==> src/rtl/trace_pkg.sv <==
`default_nettype none
// ============================================================================
//  Module   : trace_pkg
//  Purpose  : Shared constants and state type for the spell-trace checker.
//             TRACE_W  - trace width, one bit per cell of the 4x4 grid
//             GRID_DIM - grid edge length
//             CNT_W    - width of hit/miss counts (0..16)
//  Revision : 1.0  initial release
// ============================================================================
package trace_pkg;

    localparam int TRACE_W  = 16;
    localparam int GRID_DIM = 4;
    localparam int CNT_W    = 5;
    localparam int IDX_W    = $clog2(TRACE_W);

    typedef enum logic [1:0] {
        ST_IDLE    = 2'd0,
        ST_SHOW    = 2'd1,
        ST_COLLECT = 2'd2,
        ST_RESULT  = 2'd3
    } trace_chk_state_t;

endpackage
`default_nettype wire

==> src/rtl/popcount16.sv <==
`default_nettype none
// ============================================================================
//  Module   : popcount16
//  Purpose  : Combinational population count of a 16-bit vector.
//             i_data  - vector to count
//             o_count - number of set bits, 0..16
//  Revision : 1.0  initial release
// ============================================================================
module popcount16
    import trace_pkg::*;
(
    input  logic [TRACE_W-1:0] i_data,
    output logic [CNT_W-1:0]   o_count
);

    always_comb begin
        o_count = '0;
        for (int i = 0; i < TRACE_W; i++) begin
            o_count = o_count + CNT_W'(i_data[i]);
        end
    end

endmodule
`default_nettype wire

==> config.mk <==
export PLATFORM = sky130hd
export DESIGN_NAME = popcount16
export DESIGN_NICKNAME = d
export VERILOG_FILES = /design/src/rtl/trace_pkg.sv /design/src/rtl/popcount16.sv
export SDC_FILE = /design/constraint.sdc
export NUM_CORES = 1
export LEC_CHECK = 0
export CORE_AREA = 10 10 47 49
export DETAILED_ROUTE_END_ITERATION = 8
export DIE_AREA = 0 0 57 59
export GPL_TIMING_DRIVEN = 0
export MAX_ROUTING_LAYER = met4
export REMOVE_ABC_BUFFERS = 1
export SLEW_MARGIN = 20
export SYNTH_ARGS = -nofsm -noshare
export SYNTH_HDL_FRONTEND = slang
export SYNTH_SLANG_ARGS = --single-unit
==> constraint.sdc <==
create_clock -name vclk -period 5.74
set_input_delay 1.148 -clock vclk [all_inputs]
set_output_delay 1.148 -clock vclk [all_outputs]
set_load 0.02 [all_outputs]
==> key figures, run 1 <==
Worst setup path
  – Worst-path fanout max: 2
  – Slowest cell delay on critical path: 560 ps
  – Slowest-stage cell, CP: fa_1
  – Crit path cell chain: dlygate4sd2_1 -> inv_1 -> fa_1 -> fa_1 -> fa_1 -> fa_1 -> inv_1 -> ha_2 -> inv_2 -> fa_2 -> nor2b_1 -> o21a_1 -> buf_6
  – CP required: 4590 ps
  – Crit path capture type: output pin
  – CP dominant cell by count: fa_1
  – CP arrival: 4420 ps
  – Crit path buf inv count: 5
  – Setup CP Type: input pin to output pin
  – Family with the most delay on the worst path: adder cells
  – CP startpoint kind: input pin

Floorplan
  – Die Area: 3360 µm²
  – Std cell rows: 14
  – Die Span Y: 59 µm
  – CORE AREA: 1400 µm²
  – Die Width: 57 µm
  – Ports: 21
  – Initial Util: 0.291

STA
  – Slew @ Worst Pin: 217 ps
  – Final hold violation count: 0
  – Post-layout min period: 5570 ps
  – WHS: 3320 ps
  – Final Cycle Share: 0.970
  – Slew HR: 0.855
  – RSZ-0062 raised after global routing: no
  – Fmax: 0.180 GHz
  – Final Slew Violations: 0
  – Slack of the critical path: 174 ps
  – Final Setup Violations: 0

Synth
  – Sequential fraction of the synthesis area: 0
  – Most instantiated library cell after synthesis: inv_1
  – Post-synth top area cell: fa_1
  – Synth unique cells: 8
  – Synthesized cell area: 408 µm²
  – Post-Synthesis Cells: 47
  – Top cells by area, synth: fa_1, inv_1, ha_1, xnor2_1, a21oi_2
  – Yosys warns: 0
  – Syn_area_per_cell: 8.68 µm²
  – Commonest cells post-synth: inv_1, fa_1, ha_1, xnor2_1
  – Top cell type's share of synthesized area: 0.491

Route
  – Vias: 333
  – Per-cell routed wire length: 9.68 µm
  – Vias per cell: 3.92
  – Total wire length: 823 µm
  – DRT antenna net count: 0
  – DRT iter0 DRCs: 1
  – DRC: 0
  – Pre-antenna DRT Iters: 2

Pwr
  – Worst-case vdd ir drop: 247 µV
  – Pwr per Cell Area: 383 nW/µm²
  – Leakage: 0.366 nW

Placed design
  – Port bufs: 21
  – Post-DP HPWL: 828 µm
  – Post-DP Area: 638 µm²
  – GPL Wtd Cong: 0.650
  – Post-Place Worst Slack: -694 ps

Run
  – Max-cap violations: 0

Finish
  – Post-layout utilization of the core: 0.446
  – Ratio of cells with drive above 1 in the final layout: 0.130
  – Reg area: 0 µm²
  – Fill cells: 153
  – Layout Nets: 102
  – Clock Buffer Count: 0
  – Post-Layout Inst Area: 626 µm²
  – Antenna Cells: 0
  – FFs & Latches: 0
  – Layout area overhead: 53.4%

Worst hold path
  – Worst min path class: input pin to output pin
  – Number of cells on the worst hold path: 6
  – WHS Endpoint: o_count[1]
  – HP Start: i_data[2]

Global routing
  – Met3 Usage GRT: 0.0107
  – Global route hottest layer: met2
  – Largest net degree at the start of global routing: 4
  – Total congestion overflow: 0
  – Met1 usage: 0.0586
  – Initial antenna violation count: 0
  – Gr usage total: 0.0530
  – Met2 global-route usage: 0.101
  – Vias in the first global route: 381
  – First-pass GRT wire length: 1520 µm

Outcome
  – Status: completed

Clock tree
  – Hold_buf cts: 0
[worst max path at each step]
stage	start	endpoint	slack (ps)	cells past startpoint
floorplan	i_data[0]	o_count[2]	380	10
global placement	i_data[0]	o_count[4]	-610	13
detailed placement	i_data[0]	o_count[4]	-690	13
CTS	i_data[15]	o_count[4]	140	13
global route	i_data[15]	o_count[4]	6	13
finish	i_data[15]	o_count[4]	170	13
[placed cells by master, fill, tap and decap left out]
| master | n |
|---|---|
| nor2b_1 | 1 |
| inv_2 | 1 |
| buf_4 | 1 |
| a21oi_2 | 1 |
| o21a_1 | 1 |
| dlygate4sd2_1 | 9 |
| a21o_1 | 1 |
| buf_6 | 1 |
| ha_1 | 4 |
| clkdlybuf4s50_1 | 8 |
| ha_2 | 1 |
| fa_2 | 1 |
| buf_2 | 3 |
| xnor2_1 | 2 |
| inv_1 | 25 |
| fa_1 | 9 |
[stage by stage]
stage	cells	total power [mW]	TNS, ps
after floorplan	47	0.165	0
after global placement	84	0.262	-2080
after detailed placement	84	0.270	-2400
after CTS	85	0.248	0
after global routing	85	0.269	0
final	85	0.240	0
[final cells by class]
class	instances	area (µm²)	area share
Timing Repair Buffer	22	193	0.308
Multi-Input combinational cell	21	315	0.504
Inverter	26	97.6	0.156
Tap cell	16	20.0	0.0320
[cell families after synthesis]
family | Yosys count | share of synthesized area
xor gates and xnor gates | 2 | 0.0430
and+or+nand+nor | 1 | 0.0153
AOI/OAI and AO/OA | 3 | 0.0583
buffers and inverters | 26 | 0.239
adders and majority gates | 15 | 0.644
[what timing repair did]
| item | 4_1_cts | 5_1_grt |
|---|---|---|
| gates resized for setup | 31 | 0 |
| buffers inserted | 1 | 0 |
| setup endpoints to repair | 5 | 0 |
[report_power, final]
| part | switching (mW) | internal, mW |
|---|---|---|
| clock | 0 | 0 |
| sequential | 0 | 0 |
| combinational | 0.132 | 0.108 |
[per-layer routing]
metal	up-vias	wire length (µm)
li1	167	-
met1	152	343
met2	14	424
met3	0	56
met4	0	0
met5	-	0
Note: power is estimated with default switching activity, not from simulation.
==> run 2, diff against run 1 <==
--- a/config.mk
+++ b/config.mk
@@ -5,13 +5,17 @@
 export SDC_FILE = /design/constraint.sdc
 export NUM_CORES = 1
 export LEC_CHECK = 0
+export ABC_AREA = 1
+export CAP_MARGIN = 10
 export CORE_AREA = 10 10 47 49
 export DETAILED_ROUTE_END_ITERATION = 8
 export DIE_AREA = 0 0 57 59
 export GPL_TIMING_DRIVEN = 0
 export MAX_ROUTING_LAYER = met4
+export PLACE_DENSITY = 0.66
 export REMOVE_ABC_BUFFERS = 1
 export SLEW_MARGIN = 20
 export SYNTH_ARGS = -nofsm -noshare
 export SYNTH_HDL_FRONTEND = slang
 export SYNTH_SLANG_ARGS = --single-unit
+export TNS_END_PERCENT = 10
==> run 2 against run 1 <==
  * Final area rose by 13%
  * Setup slack got worse by 56 ps
  * Worst hold slack got worse by 160 ps
  * Flip-flop and latch count did not move
  * First-iteration DRC count rose to 3.0 times the previous value
  * Utilization rose by 5.6 points
  * Largest cell class unchanged
  * Highest routed layer unchanged
==> key figures, run 2 <==
Pwr
  – Worst-case vdd ir drop: 396 µV
  – Post-layout power: 0.299 mW
  – Pwr per Cell Area: 425 nW/µm²
  – Leakage: 0.437 nW

Placed design
  – GPL Wtd Cong: 0.732
  – Placed cells: 93
  – Post-Place Worst Slack: -586 ps
  – Post-DP HPWL: 834 µm
  – Port bufs: 21
  – Post-DP Area: 659 µm²

Worst setup path
  – Setup CP Type: input pin to output pin
  – Worst setup path end: o_count[2]
  – CP startpoint kind: input pin
  – CP arrival: 4470 ps
  – Worst-path fanout max: 3
  – Critical path launch point: i_data[13]
  – CP required: 4590 ps
  – Crit path capture type: output pin

Global routing
  – Initial antenna violation count: 0
  – Gr usage total: 0.0520
  – Total congestion overflow: 0
  – First-pass GRT wire length: 1550 µm
  – Vias in the first global route: 370
  – Largest net degree at the start of global routing: 6

Route
  – DRT iter0 DRCs: 3
  – Total wire length: 929 µm
  – Vias: 382
  – Per-cell routed wire length: 9.88 µm
  – Pre-antenna DRT Iters: 4
  – Vias per cell: 4.06
  – DRT antenna net count: 0
  – DRC: 0

Run
  – Max-cap violations: 0

Floorplan
  – Die Span Y: 59 µm
  – Die Area: 3360 µm²
  – Std cell rows: 14
  – CORE AREA: 1400 µm²
  – Ports: 21
  – Initial Util: 0.306
  – Die Width: 57 µm

STA
  – Post-layout min period: 5620 ps
  – Final Cycle Share: 0.979
  – Final hold violation count: 0
  – Final Setup Violations: 0
  – Final Slew Violations: 0
  – Slack of the critical path: 118 ps
  – Slew HR: 0.835
  – Fmax: 0.178 GHz
  – Slew @ Worst Pin: 248 ps
  – RSZ-0062 raised after global routing: no

Finish
  – Clock Buffer Count: 0
  – Post-Layout Inst Area: 704 µm²
  – Multi-input logic area: 349 µm²
  – FFs & Latches: 0
  – Commonest non-fill, non-tap cells in the layout: inv_1, clkdlybuf4s50_1, fa_1
  – Layout area overhead: 64.1%
  – Layout Nets: 111
  – Reg area: 0 µm²
  – Ratio of cells with drive above 1 in the final layout: 0.218
  – Most common cell after layout, fill and taps aside: inv_1
  – Antenna Cells: 0
  – Fill cells: 151
  – Final cell count without fillers: 94

Synth
  – Synth unique cells: 9
  – Top cells by area, synth: fa_1, inv_1, ha_1, nand2_1, nand3_1
  – Synthesized cell area: 429 µm²
  – Post-synth top area cell: fa_1
  – Commonest cells post-synth: inv_1, fa_1, ha_1, nand2_1, nand3_1
  – Sequential fraction of the synthesis area: 0
  – Top cell type's share of synthesized area: 0.466
  – Most instantiated library cell after synthesis: inv_1
  – Syn_area_per_cell: 7.66 µm²
  – Post-Synthesis Cells: 56
  – Yosys warns: 0

Worst hold path
  – Number of cells on the worst hold path: 3
  – Worst min path class: input pin to output pin

Clock tree
  – Hold_buf cts: 0

Outcome
  – Status: completed
## run 2: how the worst min path moves through the flow
stage / end / slack (ps) / startpoint
after CTS: o_count[1] / 3320 / i_data[6]
after detailed placement: o_count[0] / 3500 / i_data[2]
after floorplan: o_count[0] / 2510 / i_data[2]
after global placement: o_count[0] / 3470 / i_data[2]
after global routing: o_count[0] / 3190 / i_data[2]
final: o_count[0] / 3170 / i_data[2]
## run 2: critical path, cell delays in order
cell and delay, ps:
clkdlybuf4s50_1 450, inv_1 50, fa_1 470, fa_1 530, fa_1 430, fa_1 480
inv_2 80, ha_4 130, inv_2 30, fa_2 370, xnor2_2 140, buf_4 160
## run 2: metal layers
metal / part of all wire / wire length [µm] / up-vias / GRT usage
met1: 0.44 / 412 / 174 / 0.0741
met2: 0.53 / 489 / 14 / 0.0837
li1: - / - / 194 / -
met4: 0 / 0 / 0 / 0
met3: 0.029 / 27 / 0 / 0.00215
met5: 0 / 0 / - / -
## run 2: power breakdown
group / internal (mW) / leakage, nW / switching, mW
clock network: 0 / 0 / 0
registers: 0 / 0 / 0
logic: 0.143 / 0.437 / 0.156
total: 0.143 / 0.437 / 0.156
## run 2: cells by family after synthesis
family / share of synthesized area
fa+ha+maj: 0.612
buf+inv: 0.254
simple gates: 0.0874
compound gates: 0.0262
xor+xnor: 0.0204
## run 2: through the flow
step	utilization	hold slack (ps)	setup TNS, ps
floorplan	-	2510	0
global placement	0.471	3470	-1840
detailed placement	0.471	3500	-1880
CTS	0.464	3320	-191
global route	0.503	3190	0
finish	0.503	3170	0
## run 2: repair_timing
item,in CTS,in global routing
gates resized for setup,17,23
setup buffers,0,1
pin swaps,2,9
endpoints found under the setup margin,4,5
## run 2: cell type report
class,count,area share
inverters,29,0.155
repair buffers,22,0.321
well taps,16,0.0284
multi-input cells,27,0.496
==> run 3, diff against run 2 <==
--- a/config.mk
+++ b/config.mk
@@ -13,9 +13,9 @@
 export GPL_TIMING_DRIVEN = 0
 export MAX_ROUTING_LAYER = met4
 export PLACE_DENSITY = 0.66
+export RECOVER_POWER = 50
 export REMOVE_ABC_BUFFERS = 1
 export SLEW_MARGIN = 20
 export SYNTH_ARGS = -nofsm -noshare
 export SYNTH_HDL_FRONTEND = slang
 export SYNTH_SLANG_ARGS = --single-unit
-export TNS_END_PERCENT = 10
==> run 3 against run 2 <==
  * Non-clock buffer count unchanged
  * Count of clock-buffer cells in the layout did not move
  * First-iteration DRC count unchanged
  * Setup slack got worse by 7.4 ps
  * Critical endpoint unchanged
  * Critical path type unchanged
==> key figures, run 3 (same netlist as run 2, synthesis figures left out) <==
Outcome
  – Status: completed

Finish
  – Layout area overhead: 64.7%
  – Antenna Cells: 0
  – Most common cell after layout, fill and taps aside: inv_1
  – Ratio of cells with drive above 1 in the final layout: 0.205
  – FFs & Latches: 0
  – Post-Layout Inst Area: 707 µm²
  – Reg area: 0 µm²
  – Final cell count without fillers: 94
  – Commonest non-fill, non-tap cells in the layout: inv_1, clkdlybuf4s50_1, fa_1
  – Layout Nets: 111
  – Clock Buffer Count: 0

Route
  – Metal-1 WL: 414 µm
  – Total wire length: 930 µm
  – Metal3 WL: 27 µm
  – Pre-antenna DRT Iters: 4
  – WL met2: 488 µm
  – DR top layer: met3
  – Vias per cell: 4.09
  – DRT iter0 DRCs: 3
  – Vias: 384
  – DRC: 0
  – Per-cell routed wire length: 9.89 µm
  – DRT antenna net count: 0

Floorplan
  – Initial Util: 0.306
  – Std cell rows: 14
  – Ports: 21
  – Die Span Y: 59 µm
  – CORE AREA: 1400 µm²
  – Die Area: 3360 µm²
  – Die Width: 57 µm

Pwr
  – Logic pwr share: 1.000
  – Leakage: 0.434 nW
  – Post-layout power: 0.299 mW
  – Flop pwr share: 0
  – P_int: 0.143 mW
  – Clk pwr share: 0
  – Worst-case vdd ir drop: 402 µV
  – Sw Ratio: 0.521
  – Net Sw Power: 0.156 mW
  – Pwr per Cell Area: 423 nW/µm²

Worst setup path
  – Worst-path fanout max: 3
  – Slowest-stage cell, CP: fa_1
  – Setup CP Type: input pin to output pin
  – CP arrival: 4480 ps
  – CP required: 4590 ps
  – Crit path cell chain: clkdlybuf4s50_1 -> inv_1 -> fa_1 -> fa_1 -> fa_1 -> fa_1 -> inv_2 -> ha_4 -> inv_2 -> fa_2 -> xnor2_2 -> buf_4
  – Slowest cell delay on critical path: 540 ps
  – CP startpoint kind: input pin
  – Crit path capture type: output pin
  – CP dominant cell by count: fa_1

STA
  – Slack of the critical path: 111 ps
  – Fmax: 0.178 GHz
  – Final Slew Violations: 0
  – Post-layout min period: 5630 ps
  – Final hold violation count: 0
  – Slew HR: 0.827
  – Final Setup Violations: 0
  – Slew @ Worst Pin: 261 ps
  – Setup_tns: 0 ps
  – Final Cycle Share: 0.981
  – RSZ-0062 raised after global routing: no

Worst hold path
  – HP Start: i_data[2]
  – Number of cells on the worst hold path: 7
  – WHS Endpoint: o_count[3]
  – Worst min path class: input pin to output pin

Global routing
  – Gr usage total: 0.0538
  – Total congestion overflow: 0
  – Vias in the first global route: 385
  – Initial antenna violation count: 0
  – First-pass GRT wire length: 1590 µm
  – Largest net degree at the start of global routing: 6

Clock tree
  – Hold_buf cts: 0

Run
  – Max-cap violations: 0

Placed design
  – Port bufs: 21
  – Placed cells: 93
  – GPL Wtd Cong: 0.732
  – Post-DP Area: 659 µm²
  – Post-Place Worst Slack: -586 ps
  – Post-DP HPWL: 834 µm
[run 3: routing by layer]
metal  GRT usage  up-vias
met5           -        -
met4           0        0
met3     0.00215        0
met2      0.0884       14
met1      0.0753      176
li1            -      194
[run 3: power by group through the flow]
stage,Sequential (mW),Combinational [mW],Clock (mW)
global placement,0,0.271,0
CTS,0,0.263,0
detailed placement,0,0.276,0
global route,0,0.338,0
finish,0,0.299,0
floorplan,0,0.173,0
[run 3: layout make-up]
| cell class | count | area, µm² |
|---|---|---|
| Timing Repair Buffer | 22 | 229 |
| Multi-Input combinational cell | 27 | 349 |
| Tap cell | 16 | 20.0 |
| Inverter | 29 | 109 |
| Fill cell | 147 | 694 |
[run 3: worst max-delay path by stage]
stage | start | to | slack, ps | cells after the start
2_1_floorplan | i_data[0] | o_count[2] | 360 | 10
3_3_place_gp | i_data[0] | o_count[2] | -590 | 12
3_5_place_dp | i_data[0] | o_count[2] | -590 | 12
4_1_cts | i_data[11] | o_count[2] | 10 | 12
5_1_grt | i_data[11] | o_count[2] | 7 | 12
6_report | i_data[5] | o_count[2] | 110 | 12
[run 3: through the flow]
stage	hold WS, ps	utilization
2_1_floorplan	2510	-
3_3_place_gp	3470	0.471
3_5_place_dp	3500	0.471
4_1_cts	3340	0.473
5_1_grt	3380	0.504
6_report	3300	0.504
[run 3: repair_timing]
action	CTS	global route
gates resized for setup	20	21
buffers inserted	0	1
pin swaps	3	9
setup endpoints to repair	4	5
[run 3: critical path, delay by kind of cell]
| kind | cells | cell delay (ps) |
|---|---|---|
| adder cells (fa/ha/maj) | 6 | 2420 |
| XOR/XNOR | 1 | 140 |
| buffers and inverters | 5 | 770 |
